File: src/rtl/rr_sel_gen_4_1.sv
`default_nettype none
// ----------------------------------------------------------------------------
// rr_sel_gen_4_1 : round-robin 4-channel arbiter, mux select, 1-entry output reg
// Optional: RR_SEL_XFER_CNT_EN adds a 16-bit output handshake counter (xfer_cnt)
// Revision: 1.0
// ----------------------------------------------------------------------------
module rr_sel_gen_4_1 #(
    parameter int W = 4
) (
    input  logic         clk,
    input  logic         rst,
    input  logic [3:0]   in_valid,
    output logic [3:0]   in_ready,
    input  logic [W-1:0] d0,
    input  logic [W-1:0] d1,
    input  logic [W-1:0] d2,
    input  logic [W-1:0] d3,
    output logic [1:0]   sel,
    output logic         out_valid,
    input  logic         out_ready,
`ifdef RR_SEL_XFER_CNT_EN
    output logic [15:0]  xfer_cnt,
`endif
    output logic [W-1:0] out_data
);

    typedef enum logic [0:0] {
        S_EMPTY = 1'b0,
        S_FULL  = 1'b1
    } state_t;

    state_t       r_state;
    state_t       w_state_nxt;
    logic [1:0]   r_ptr;
    logic [W-1:0] r_data;

    logic         w_any;
    logic         w_load_en;
    logic         w_found;
    logic [1:0]   w_idx;
    logic [1:0]   w_grant;
    logic [W-1:0] w_data;

    assign w_any     = |in_valid;
    assign w_load_en = (r_state == S_EMPTY) | out_ready;

    // Scan channels starting at the pointer; the first requester wins.
    always_comb begin
        w_grant = r_ptr;
        w_found = 1'b0;
        w_idx   = r_ptr;
        for (int k = 0; k < 4; k++) begin
            w_idx = r_ptr + 2'(k);
            if (!w_found && in_valid[w_idx]) begin
                w_grant = w_idx;
                w_found = 1'b1;
            end
        end
    end

    always_comb begin
        w_data = d0;
        case (w_grant)
            2'd0:    w_data = d0;
            2'd1:    w_data = d1;
            2'd2:    w_data = d2;
            default: w_data = d3;
        endcase
    end

    always_comb begin
        in_ready = 4'b0000;
        if (!rst && w_load_en && w_any) begin
            in_ready = 4'b0001 << w_grant;
        end
    end

    assign sel = w_any ? w_grant : r_ptr;

    always_comb begin
        w_state_nxt = r_state;
        if (w_load_en) begin
            w_state_nxt = w_any ? S_FULL : S_EMPTY;
        end
    end

    always_ff @(posedge clk) begin
        if (rst) begin
            r_state <= S_EMPTY;
        end else begin
            r_state <= w_state_nxt;
        end
    end

    // Data and pointer only move on an accepted grant; an idle drain leaves stale data.
    always_ff @(posedge clk) begin
        if (rst) begin
            r_data <= '0;
            r_ptr  <= 2'd0;
        end else if (w_load_en && w_any) begin
            r_data <= w_data;
            r_ptr  <= w_grant + 2'd1;
        end
    end

    assign out_valid = (r_state == S_FULL);
    assign out_data  = r_data;

`ifdef RR_SEL_XFER_CNT_EN
    logic [15:0] r_xfer_cnt;

    always_ff @(posedge clk) begin
        if (rst) begin
            r_xfer_cnt <= 16'd0;
        end else if (out_valid && out_ready) begin
            r_xfer_cnt <= r_xfer_cnt + 16'd1;
        end
    end

    assign xfer_cnt = r_xfer_cnt;
`endif

endmodule

`default_nettype wire

File: config.mk
export PLATFORM = sky130hd
export DESIGN_NAME = rr_sel_gen_4_1
export DESIGN_NICKNAME = d
export VERILOG_FILES = /design/src/rtl/rr_sel_gen_4_1.sv
export SDC_FILE = /design/constraint.sdc
export NUM_CORES = 1
export LEC_CHECK = 0
export BUFFER_PORTS_ARGS = -buffer_cell sky130_fd_sc_hd__buf_2
export CORE_MARGIN = 2
export CORE_UTILIZATION = 35
export CTS_BUF_LIST = sky130_fd_sc_hd__clkbuf_8
export CTS_CLUSTER_SIZE = 30
export DETAILED_ROUTE_END_ITERATION = 7
export GPL_ROUTABILITY_DRIVEN = 1
export GPL_TIMING_DRIVEN = 0
export PLACE_DENSITY = 0.64
export SLEW_MARGIN = 15
export SYNTH_ARGS = -nofsm -noshare
export SYNTH_HDL_FRONTEND = slang
export SYNTH_SLANG_ARGS = --single-unit
File: constraint.sdc
create_clock -name clk -period 5.5 [get_ports clk]
set_input_delay 1.375 -clock clk [delete_from_list [all_inputs] [get_ports clk]]
set_output_delay 1.375 -clock clk [all_outputs]
set_load 0.02 [all_outputs]
==> impl_metrics.env, run 1 <==
export IMPL_routabilityCongestion=0.683
export IMPL_holdPathEnd="out_data[2]"
export IMPL_nNetsFinal=137
export IMPL_startpoint_type="primary input"
export IMPL_vias_per_cell=5.04
export IMPL_clock_skew_ns=0.00178
export IMPL_power_density_mw_per_mm2=295
export IMPL_grt_use_total_pct=15.7
export IMPL_post_route_cells_drive_above_1_share_pct=41.7
export IMPL_r2r_start="r_ptr[1]"
export IMPL_dp_worst_setup_slack_ns=1.27
export IMPL_post_route_drc_count=0
export IMPL_cts_max_level=1
export IMPL_antenna_found_initial=0
export IMPL_core_area_mm2=0.00167
export IMPL_floorplan_die_area_mm2=0.00209
export IMPL_grt_overflow=0
export IMPL_first_pass_iters=4
export IMPL_die_w_um=45.7
export IMPL_syn_area_per_cell_um2=8.45
export IMPL_grt_pass1_wl_um=2300
export IMPL_fmax_ghz=0.237
export IMPL_ys_ff_latch=7
export IMPL_hold_start="out_data[2]"
export IMPL_ys_types=23
export IMPL_hpwl_um=1170
export IMPL_cts_setup_buffers=0
export IMPL_io_pins=34
export IMPL_hold_viol=0
export IMPL_reg2reg_slack_ns=3.42
export IMPL_numCtsBuffers=3
export IMPL_syn_nets=100
export IMPL_maxCapViolations=0
export IMPL_finalSetupViolCount=0
export IMPL_initial_core_util_pct=36.4
export IMPL_drt_antenna_violating_nets=0
export IMPL_portBuffers=32
export IMPL_worstReg2RegEnd="out_data[3]"
export IMPL_cts_root_buf="clkbuf_8"
export IMPL_slew_violations=0
export IMPL_tritoncts="done"
export IMPL_clkLatencyLatePin_ns=0.23
export IMPL_fin_tns_setup_ns=0
export IMPL_fin_util_pct=50.0
export IMPL_hp_class="register to register"
export IMPL_rr_worst_depth=9
export IMPL_ctsHoldBuffers=0
export IMPL_yosysTopAreaCell="dfxtp_1"
export IMPL_required_ns=4.12
export IMPL_ys_seq_area_share_pct=23.0
export IMPL_path_max_fanout=7
export IMPL_cts_sinks=7
export IMPL_synth_top_cell_area_share_pct=23.0
export IMPL_critPathCaptureType="output port"
export IMPL_rsz0062_at_grt="false"
export IMPL_die_h_um=45.7
export IMPL_clock_path_buffers=2
export IMPL_status="completed"
export IMPL_drt_iter0_markers=8
export IMPL_grt_max_degree=11
export IMPL_leakagePower_nw=0.444
export IMPL_n_antenna_cell=0
export IMPL_ir_worst_vdd_mv=0.184
export IMPL_synth_warnings=0
export IMPL_fp_row_count=15
export IMPL_finalCritPeriodShare_pct=76.7
export IMPL_setup_worst_path_class="primary input to output port"
export IMPL_syn_inst=72
export IMPL_wirelength_um=1420
export IMPL_min_path_cells=2
export IMPL_clkTransAtPathRegs_ns=0.04
export IMPL_via_count=630
export IMPL_slew_headroom_pct=73.6
export IMPL_cts_resized=0
export IMPL_grt_pass1_vias=563
export IMPL_wl_per_cell_um=11.4
export IMPL_min_period_ns=4.22
export IMPL_syn_to_final_growth_pct=37.2
export IMPL_worstPathArrival_ns=2.84
export IMPL_synth_area_leaders="dfxtp_1 (23%), ha_1 (10%), a21oi_1 (9.9%)"
export IMPL_fin_ws_ns=1.28
export IMPL_worstMarginPinSlew_ns=0.395
export IMPL_netlist_area_um2=608
export IMPL_finalPower_w=0.000246
[kinds of logic (layout without fill, tap and decap cells)]
family,count (synthesis),in the layout,share of synthesized area (%)
AOI/OAI and AO/OA,27,27,32.1
adders and majority gates,5,5,10.3
buffers and inverters,7,43,4.73
DFF,7,7,23.0
muxes,5,5,8.23
and+or+nand+nor,21,21,21.6
[synth_stat cells]
| cell | instances |
|---|---|
| a21oi_1 | 12 |
| nor2_1 | 9 |
| dfxtp_1 | 7 |
| ha_1 | 5 |
| inv_1 | 5 |
| mux2i_1 | 5 |
| a22oi_1 | 4 |
| and2_1 | 4 |
| nor2b_1 | 4 |
| buf_2 | 2 |
| o22a_1 | 2 |
| o22ai_1 | 2 |
| a211oi_1 | 1 |
| a21bo_2 | 1 |
| a21oi_2 | 1 |
| a21oi_4 | 1 |
| a221oi_1 | 1 |
| a221oi_2 | 1 |
| nand2_1 | 1 |
| nand2b_2 | 1 |
| nor2b_4 | 1 |
| nor4_4 | 1 |
| o21ai_2 | 1 |
[per-layer routing]
layer / up-vias / global-route usage, % / share of wire, %
li1: 331 / - / -
met1: 272 / 17.9 / 45
met2: 22 / 26.2 / 45
met3: 5 / 1.98 / 6.5
met4: 0 / 11.8 / 3.0
met5: - / 0 / 0
[critical path, stage by stage]
cell      delay (ns)
buf_2           0.17
nand2b_2        0.17
o21ai_2         0.07
a221oi_2        0.39
inv_1           0.11
ha_1            0.26
and2_1          0.16
buf_2           0.15
[report_power, final]
group / internal, W / leakage [nW] / total [W] / switching (W)
Combinational: 0.0000474 / 0.359 / 0.000112 / 0.0000642
Sequential: 0.0000597 / 0.0582 / 0.0000639 / 0.00000415
Clock: 0.0000482 / 0.0269 / 0.0000705 / 0.0000223
[worst max-delay path by stage]
stage	start	endpoint	slack, ns
after floorplan	in_valid[2]	in_ready[2]	1.69
final	in_valid[3]	in_ready[2]	1.28
after global placement	in_valid[3]	in_ready[2]	1.31
after global routing	in_valid[3]	in_ready[2]	1.12
after detailed placement	in_valid[3]	in_ready[2]	1.27
after CTS	in_valid[3]	in_ready[2]	1.27
[registers in the layout, indices dropped and copies added, names as in the netlist]
name       flops
out_data       4
r_ptr          2
out_valid      1
[metrics by stage]
step | cell area [um^2] | instances | hold WS [ns]
2_1_floorplan | 608 | 72 | 0.504
3_3_place_gp | 790 | 121 | 0.473
3_5_place_dp | 790 | 121 | 0.480
4_1_cts | 835 | 125 | 0.490
5_1_grt | 835 | 125 | 0.515
6_report | 835 | 125 | 0.483
[placed cells by master, fill, tap and decap left out, drive strengths merged]
cell type,synthesis,routed
mux2i,5,5
o22a,2,2
buf,2,34
a221oi,2,2
dfxtp,7,7
nor2,9,9
inv,5,6
clkbuf,0,3
nor4,1,1
a22oi,4,4
a21oi,14,14
a211oi,1,1
o21ai,1,1
ha,5,5
nand2b,1,1
o22ai,2,2
nand2,1,1
a21bo,1,1
and2,4,4
nor2b,5,5
[layout make-up]
| class | count | area (um^2) |
|---|---|---|
| tap | 17 | 21.3 |
| fill | 165 | 836 |
| clock buffer | 3 | 41.3 |
| clock inverter | 1 | 3.75 |
| multi-input combinational | 58 | 439 |
| sequential | 7 | 140 |
| buffer | 2 | 10.0 |
| timing repair buffer | 32 | 160 |
| inverter | 5 | 18.8 |
Power figures use the tool's default switching activity.
==> inputs of run 2 (changes only) <==
--- a/config.mk
+++ b/config.mk
@@ -5,6 +5,7 @@
 export SDC_FILE = /design/constraint.sdc
 export NUM_CORES = 1
 export LEC_CHECK = 0
+export ABC_AREA = 1
 export BUFFER_PORTS_ARGS = -buffer_cell sky130_fd_sc_hd__buf_2
 export CORE_MARGIN = 2
 export CORE_UTILIZATION = 35
@@ -13,7 +14,7 @@
 export DETAILED_ROUTE_END_ITERATION = 7
 export GPL_ROUTABILITY_DRIVEN = 1
 export GPL_TIMING_DRIVEN = 0
-export PLACE_DENSITY = 0.64
+export PLACE_DENSITY = 0.6
 export SLEW_MARGIN = 15
 export SYNTH_ARGS = -nofsm -noshare
 export SYNTH_HDL_FRONTEND = slang
==> constraint.sdc (replaced) <==
create_clock -name clk -period 4 [get_ports clk]
set_input_delay 1 -clock clk [delete_from_list [all_inputs] [get_ports clk]]
set_output_delay 1 -clock clk [all_outputs]
set_load 0.02 [all_outputs]
==> run 2 against run 1 <==
Wire length increased by 36%. Via count is 51% higher. Design area increased by 25%. Critical path depth rose by 6. Clock-buffer cell count did not move. Die area is 28% higher. Sequential cell count did not move. Register-to-register slack got worse by 1.6 ns. Hold slack better by 0.063 ns. Clock power is 32% higher. Core utilization down 2.4 points. Critical path type unchanged. Critical endpoint unchanged.
==> impl_metrics.env, run 2 <==
export IMPL_status="completed"
export IMPL_fmax_ghz=0.287
export IMPL_startpoint_type="primary input"
export IMPL_maxCapViolations=0
export IMPL_tritoncts="done"
export IMPL_leakagePower_nw=0.627
export IMPL_grt_overflow=0
export IMPL_switchingPower_w=0.000414
export IMPL_cts_resized=0
export IMPL_rsz0062_at_grt="false"
export IMPL_syn_area_per_cell_um2=5.82
export IMPL_hpwl_um=1620
export IMPL_worstPathArrival_ns=2.48
export IMPL_multi_input_area_um2=563
export IMPL_power_frac_comb_pct=73.6
export IMPL_slew_violations=0
export IMPL_finalSetupViolCount=0
export IMPL_drt_iter0_markers=18
export IMPL_netlist_area_um2=797
export IMPL_grt_use_total_pct=15.6
export IMPL_io_pins=34
export IMPL_slew_headroom_pct=67.5
export IMPL_die_w_um=51.7
export IMPL_grt_busiest_layer="met2"
export IMPL_cts_max_level=1
export IMPL_syn_to_final_growth_pct=30.8
export IMPL_synth_area_leaders="nand2_1 (23%), dfxtp_1 (18%), nand2_2 (12%)"
export IMPL_drt_antenna_violating_nets=0
export IMPL_path_max_fanout=5
export IMPL_ys_ff_latch=7
export IMPL_numCtsBuffers=3
export IMPL_mostFrequentLayoutCells="nand2_1 (49), buf_2 (33), inv_1 (18)"
export IMPL_fin_util_pct=47.6
export IMPL_critPathSlowestCell="ha_1"
export IMPL_grt_pass1_vias=797
export IMPL_synth_warnings=0
export IMPL_swShare_pct=52.4
export IMPL_portBuffers=33
export IMPL_regArea_um2=140
export IMPL_gr_usage_met2_pct=24.8
export IMPL_crit_chain="buf_2 > nand2_1 > nand3_1 > nand2_2 > nand3_2 > nand2_1 > nand2_1 > nand3_2 > nand2_2 > inv_1 > ha_1 > inv_1 > nor2_1 > buf_2"
export IMPL_ctsHoldBuffers=0
export IMPL_p_int_w=0.000377
export IMPL_cts_sinks=7
export IMPL_seq_power_share_pct=14.6
export IMPL_crit_buf_inv=4
export IMPL_yosysTopAreaCell="nand2_1"
export IMPL_core_area_mm2=0.00219
export IMPL_routabilityCongestion=0.803
export IMPL_clkLatencyLatePin_ns=0.22
export IMPL_syn_inst=137
export IMPL_via_count=950
export IMPL_final_cell_area_mm2=0.00104
export IMPL_fin_tns_setup_ns=0
export IMPL_clkTransAtPathRegs_ns=0.04
export IMPL_synth_most_common_cell="nand2_1"
export IMPL_post_route_cells_drive_above_1_share_pct=37.4
export IMPL_critPathCaptureType="output port"
export IMPL_cp_common_cell="nand2_1"
export IMPL_clock_skew_ns=0.00178
export IMPL_grtUsageMet1_pct=21.8
export IMPL_worstMarginPinSlew_ns=0.484
export IMPL_ys_seq_area_share_pct=17.6
export IMPL_synth_edf_count=0
export IMPL_nNetsFinal=203
export IMPL_grt_pass1_wl_um=3240
export IMPL_nFillCells=242
export IMPL_hold_viol=0
export IMPL_fp_row_count=17
export IMPL_post_route_drc_count=0
export IMPL_power_density_mw_per_mm2=759
export IMPL_async_reset_ff_share_pct=0
export IMPL_wirelength_um=1930
export IMPL_clock_path_buffers=2
export IMPL_p_clk_share_pct=11.8
export IMPL_antenna_found_initial=0
export IMPL_syn_nets=165
export IMPL_n_antenna_cell=0
export IMPL_ys_types=18
export IMPL_synthFlopType="dfxtp_1"
export IMPL_cts_setup_buffers=0
export IMPL_finalCritPeriodShare_pct=87.1
export IMPL_required_ns=3.00
export IMPL_fin_ws_ns=0.517
export IMPL_hp_class="register to register"
export IMPL_cpPeakStageDelay_ns=0.25
export IMPL_vias_per_cell=4.70
export IMPL_initial_core_util_pct=36.4
export IMPL_wl_per_cell_um=9.57
export IMPL_largest_reg_flops=4
export IMPL_ir_worst_vdd_mv=0.366
export IMPL_min_period_ns=3.48
export IMPL_use_met3_pct=0.862
export IMPL_synth_top_cell_area_share_pct=23.1
export IMPL_placed_area_um2=997
export IMPL_dp_worst_setup_slack_ns=0.529
export IMPL_grt_max_degree=11
export IMPL_die_h_um=51.7
export IMPL_path_delay_family="simple AND/OR/NAND/NOR gates"
export IMPL_floorplan_die_area_mm2=0.00267
export IMPL_final_common_cell="nand2_1"
export IMPL_cts_root_buf="clkbuf_8"
export IMPL_yosys_top_cells_count="nand2_1 (49), inv_1 (17), nand2_2 (15), a21oi_1 (10), dfxtp_1 (7)"
export IMPL_setup_worst_path_class="primary input to output port"
export IMPL_first_pass_iters=4
==> run 2: changes by cell type after synthesis, sizes merged, moves of 5 or more <==
cell | before | now
nor2b | 5 | 0
mux2i | 5 | 0
o21ai | 1 | 7
nand2 | 1 | 65
nand3 | 0 | 9
inv | 5 | 21
==> run 2: layout make-up <==
cell class	count	share of cell area, %
Buffer	2	1.44
Clock buffer	3	3.96
Clock inverter	1	0.360
Inverter	21	7.56
Multi-Input combinational cell	107	54.0
Sequential cell	7	13.4
Tap cell	28	3.36
Timing Repair Buffer	33	15.8
==> run 2: metal layers <==
metal,vias up,part of all wire (%)
met4,0,0.41
met2,22,48
met5,-,0
met1,424,48
met3,2,3.6
li1,502,-
==> run 2: final timing paths <==
kind | start | slack (ns) | cells past startpoint | to
min | out_data[3] | 0.55 | 2 | out_data[3]
min reg2reg | out_data[3] | 0.55 | 2 | out_data[3]
max reg2reg | r_ptr[1] | 1.83 | 15 | out_data[1]
max | in_valid[3] | 0.52 | 14 | in_ready[2]
==> run 2: worst min-delay path: stages, from the launching register on <==
cell,delay (ns)
dfxtp_1,0.31
o21ai_0,0.08
a21oi_1,0.11
==> run 2: power groups by stage <==
| stage | sequential [W] | combinational, W | clock, W |
|---|---|---|---|
| 3_5_place_dp | 0.000116 | 0.000586 | 0 |
| 6_report | 0.000115 | 0.000582 | 0.0000931 |
| 3_3_place_gp | 0.000115 | 0.000573 | 0 |
| 2_1_floorplan | 0.000136 | 0.000426 | 0 |
| 5_1_grt | 0.000119 | 0.000659 | 0.000103 |
| 4_1_cts | 0.000115 | 0.000588 | 0.0000969 |
==> run 2: stage by stage <==
stage	hold WS, ns	instances	total power, W
after global placement	0.533	198	0.000688
after global routing	0.586	202	0.000881
after CTS	0.546	202	0.000799
final	0.547	202	0.000791
after floorplan	0.572	137	0.000562
after detailed placement	0.541	198	0.000702
==> run 2: cell families after synthesis <==
kind of cell,synth area share [%]
AND/OR/NAND/NOR,47.7
buffers and inverters,11.8
AO/OA/AOI/OAI,15.1
flip-flops,17.6
adder cells (fa/ha/maj),7.85
==> inputs of run 3 (changes only) <==
--- a/config.mk
+++ b/config.mk
@@ -8,13 +8,13 @@
 export ABC_AREA = 1
 export BUFFER_PORTS_ARGS = -buffer_cell sky130_fd_sc_hd__buf_2
 export CORE_MARGIN = 2
-export CORE_UTILIZATION = 35
+export CORE_UTILIZATION = 49
 export CTS_BUF_LIST = sky130_fd_sc_hd__clkbuf_8
 export CTS_CLUSTER_SIZE = 30
 export DETAILED_ROUTE_END_ITERATION = 7
 export GPL_ROUTABILITY_DRIVEN = 1
 export GPL_TIMING_DRIVEN = 0
-export PLACE_DENSITY = 0.6
+export PLACE_DENSITY = 0.8
 export SLEW_MARGIN = 15
 export SYNTH_ARGS = -nofsm -noshare
 export SYNTH_HDL_FRONTEND = slang
==> run 3 against run 2 <==
Non-clock buffer count unchanged. Hold slack worse by 0.0062 ns. Largest power group unchanged. Clock-buffer cell count unchanged. Fmax up 0.40%. Wire length about the same.
==> impl_metrics.env, run 3 (synthesis gave the netlist of run 2 again) <==
export IMPL_status="completed"
export IMPL_tritoncts="done"
export IMPL_cts_sinks=7
export IMPL_slew_headroom_pct=69.4
export IMPL_hold_viol=0
export IMPL_portBuffers=33
export IMPL_largest_reg_flops=4
export IMPL_clock_skew_ns=0.00230
export IMPL_hpwl_um=1630
export IMPL_final_common_cell="nand2_1"
export IMPL_drt_antenna_violating_nets=0
export IMPL_die_h_um=44.3
export IMPL_grt_pass1_wl_um=3400
export IMPL_finalPower_w=0.000788
export IMPL_io_pins=34
export IMPL_wirelength_um=1940
export IMPL_fin_tns_setup_ns=0
export IMPL_fmax_ghz=0.288
export IMPL_via_count=919
export IMPL_slew_violations=0
export IMPL_clock_path_buffers=2
export IMPL_drt_iter0_markers=16
export IMPL_setup_worst_path_class="primary input to output port"
export IMPL_hold_start="out_data[0]"
export IMPL_finalSetupViolCount=0
export IMPL_nNetsFinal=203
export IMPL_placed_area_um2=982
export IMPL_post_route_drc_count=0
export IMPL_startpoint_type="primary input"
export IMPL_final_cell_area_mm2=0.00103
export IMPL_worstPathArrival_ns=2.47
export IMPL_clkLatencyLatePin_ns=0.23
export IMPL_cts_root_buf="clkbuf_8"
export IMPL_cpPeakStageDelay_ns=0.25
export IMPL_power_density_mw_per_mm2=768
export IMPL_r2r_start="r_ptr[1]"
export IMPL_critPathSlowestCell="ha_1"
export IMPL_core_area_mm2=0.00152
export IMPL_numCtsBuffers=3
export IMPL_mostFrequentLayoutCells="nand2_1 (49), buf_2 (33), inv_1 (18)"
export IMPL_grt_max_degree=11
export IMPL_clkTransAtPathRegs_ns=0.04
export IMPL_reg2reg_slack_ns=1.84
export IMPL_crit_chain="buf_2 > nand2_1 > nand3_1 > nand2_2 > nand3_2 > nand2_1 > nand2_1 > nand3_2 > nand2_2 > inv_1 > ha_1 > inv_1 > nor2_1 > buf_2"
export IMPL_required_ns=3.00
export IMPL_rsz0062_at_grt="false"
export IMPL_critPathCaptureType="output port"
export IMPL_post_route_cells_drive_above_1_share_pct=37.4
export IMPL_floorplan_die_area_mm2=0.00197
export IMPL_path_max_fanout=5
export IMPL_cts_setup_buffers=0
export IMPL_maxCapViolations=0
export IMPL_cts_resized=0
export IMPL_finalCritPeriodShare_pct=86.7
export IMPL_worstMarginPinSlew_ns=0.456
export IMPL_routabilityCongestion=0.857
export IMPL_path_delay_family="simple AND/OR/NAND/NOR gates"
export IMPL_first_pass_iters=4
export IMPL_hp_class="register to register"
export IMPL_ctsHoldBuffers=0
export IMPL_cts_max_level=1
export IMPL_antenna_found_initial=0
export IMPL_wl_per_cell_um=10.2
export IMPL_n_antenna_cell=0
export IMPL_fin_util_pct=67.4
export IMPL_syn_to_final_growth_pct=28.9
export IMPL_ir_worst_vdd_mv=0.447
export IMPL_vias_per_cell=4.84
export IMPL_fp_row_count=14
export IMPL_grt_pass1_vias=855
export IMPL_cp_startpoint="in_valid[3]"
export IMPL_leakagePower_nw=0.627
export IMPL_grt_overflow=0
export IMPL_die_w_um=44.3
export IMPL_nFillCells=155
export IMPL_grt_use_total_pct=22.5
export IMPL_cp_common_cell="nand2_1"
export IMPL_crit_buf_inv=4
export IMPL_initial_core_util_pct=52.3
export IMPL_min_period_ns=3.47
==> run 3: metrics by stage <==
step	cells	hold WS, ns	worst slack [ns]
floorplan	137	0.572	0.748
global placement	186	0.529	0.584
detailed placement	186	0.535	0.523
CTS	190	0.541	0.520
global route	190	0.570	0.314
finish	190	0.541	0.531
==> run 3: path summary, 6_finish.rpt <==
check / depth (start not counted) / to
max: 14 / in_ready[2]
min: 2 / out_data[0]
max reg2reg: 15 / out_data[1]
min reg2reg: 2 / out_data[0]
==> run 3: report_power, final <==
group          switching [W]  total [W]  internal, W
registers          0.0000189   0.000115    0.0000963
logic               0.000363   0.000576     0.000214
clock network      0.0000305  0.0000968    0.0000663
==> run 3: routing by layer <==
metal	global-route usage, %	up-vias	wire length (um)
met2	40.9	22	980
met1	28.5	390	881
met3	1.22	2	64
li1	-	505	-
met5	0	-	0
met4	6.67	0	10
==> run 3: area by class of cell <==
class	instances	area, um^2	area share [%]
multi-input cells	107	563	54.8
repair buffers	33	165	16.1
flip-flops and latches	7	140	13.6
inverters	21	78.8	7.67
clock buffers	3	41.3	4.02
well taps	16	20.0	1.95
plain buffers	2	15.0	1.46
clock inverters	1	3.75	0.365
==> run 3: worst min-delay path: stages (launching register included) <==
cell,delay [ns]
dfxtp_1,0.30
o21ai_0,0.15
a21oi_1,0.05
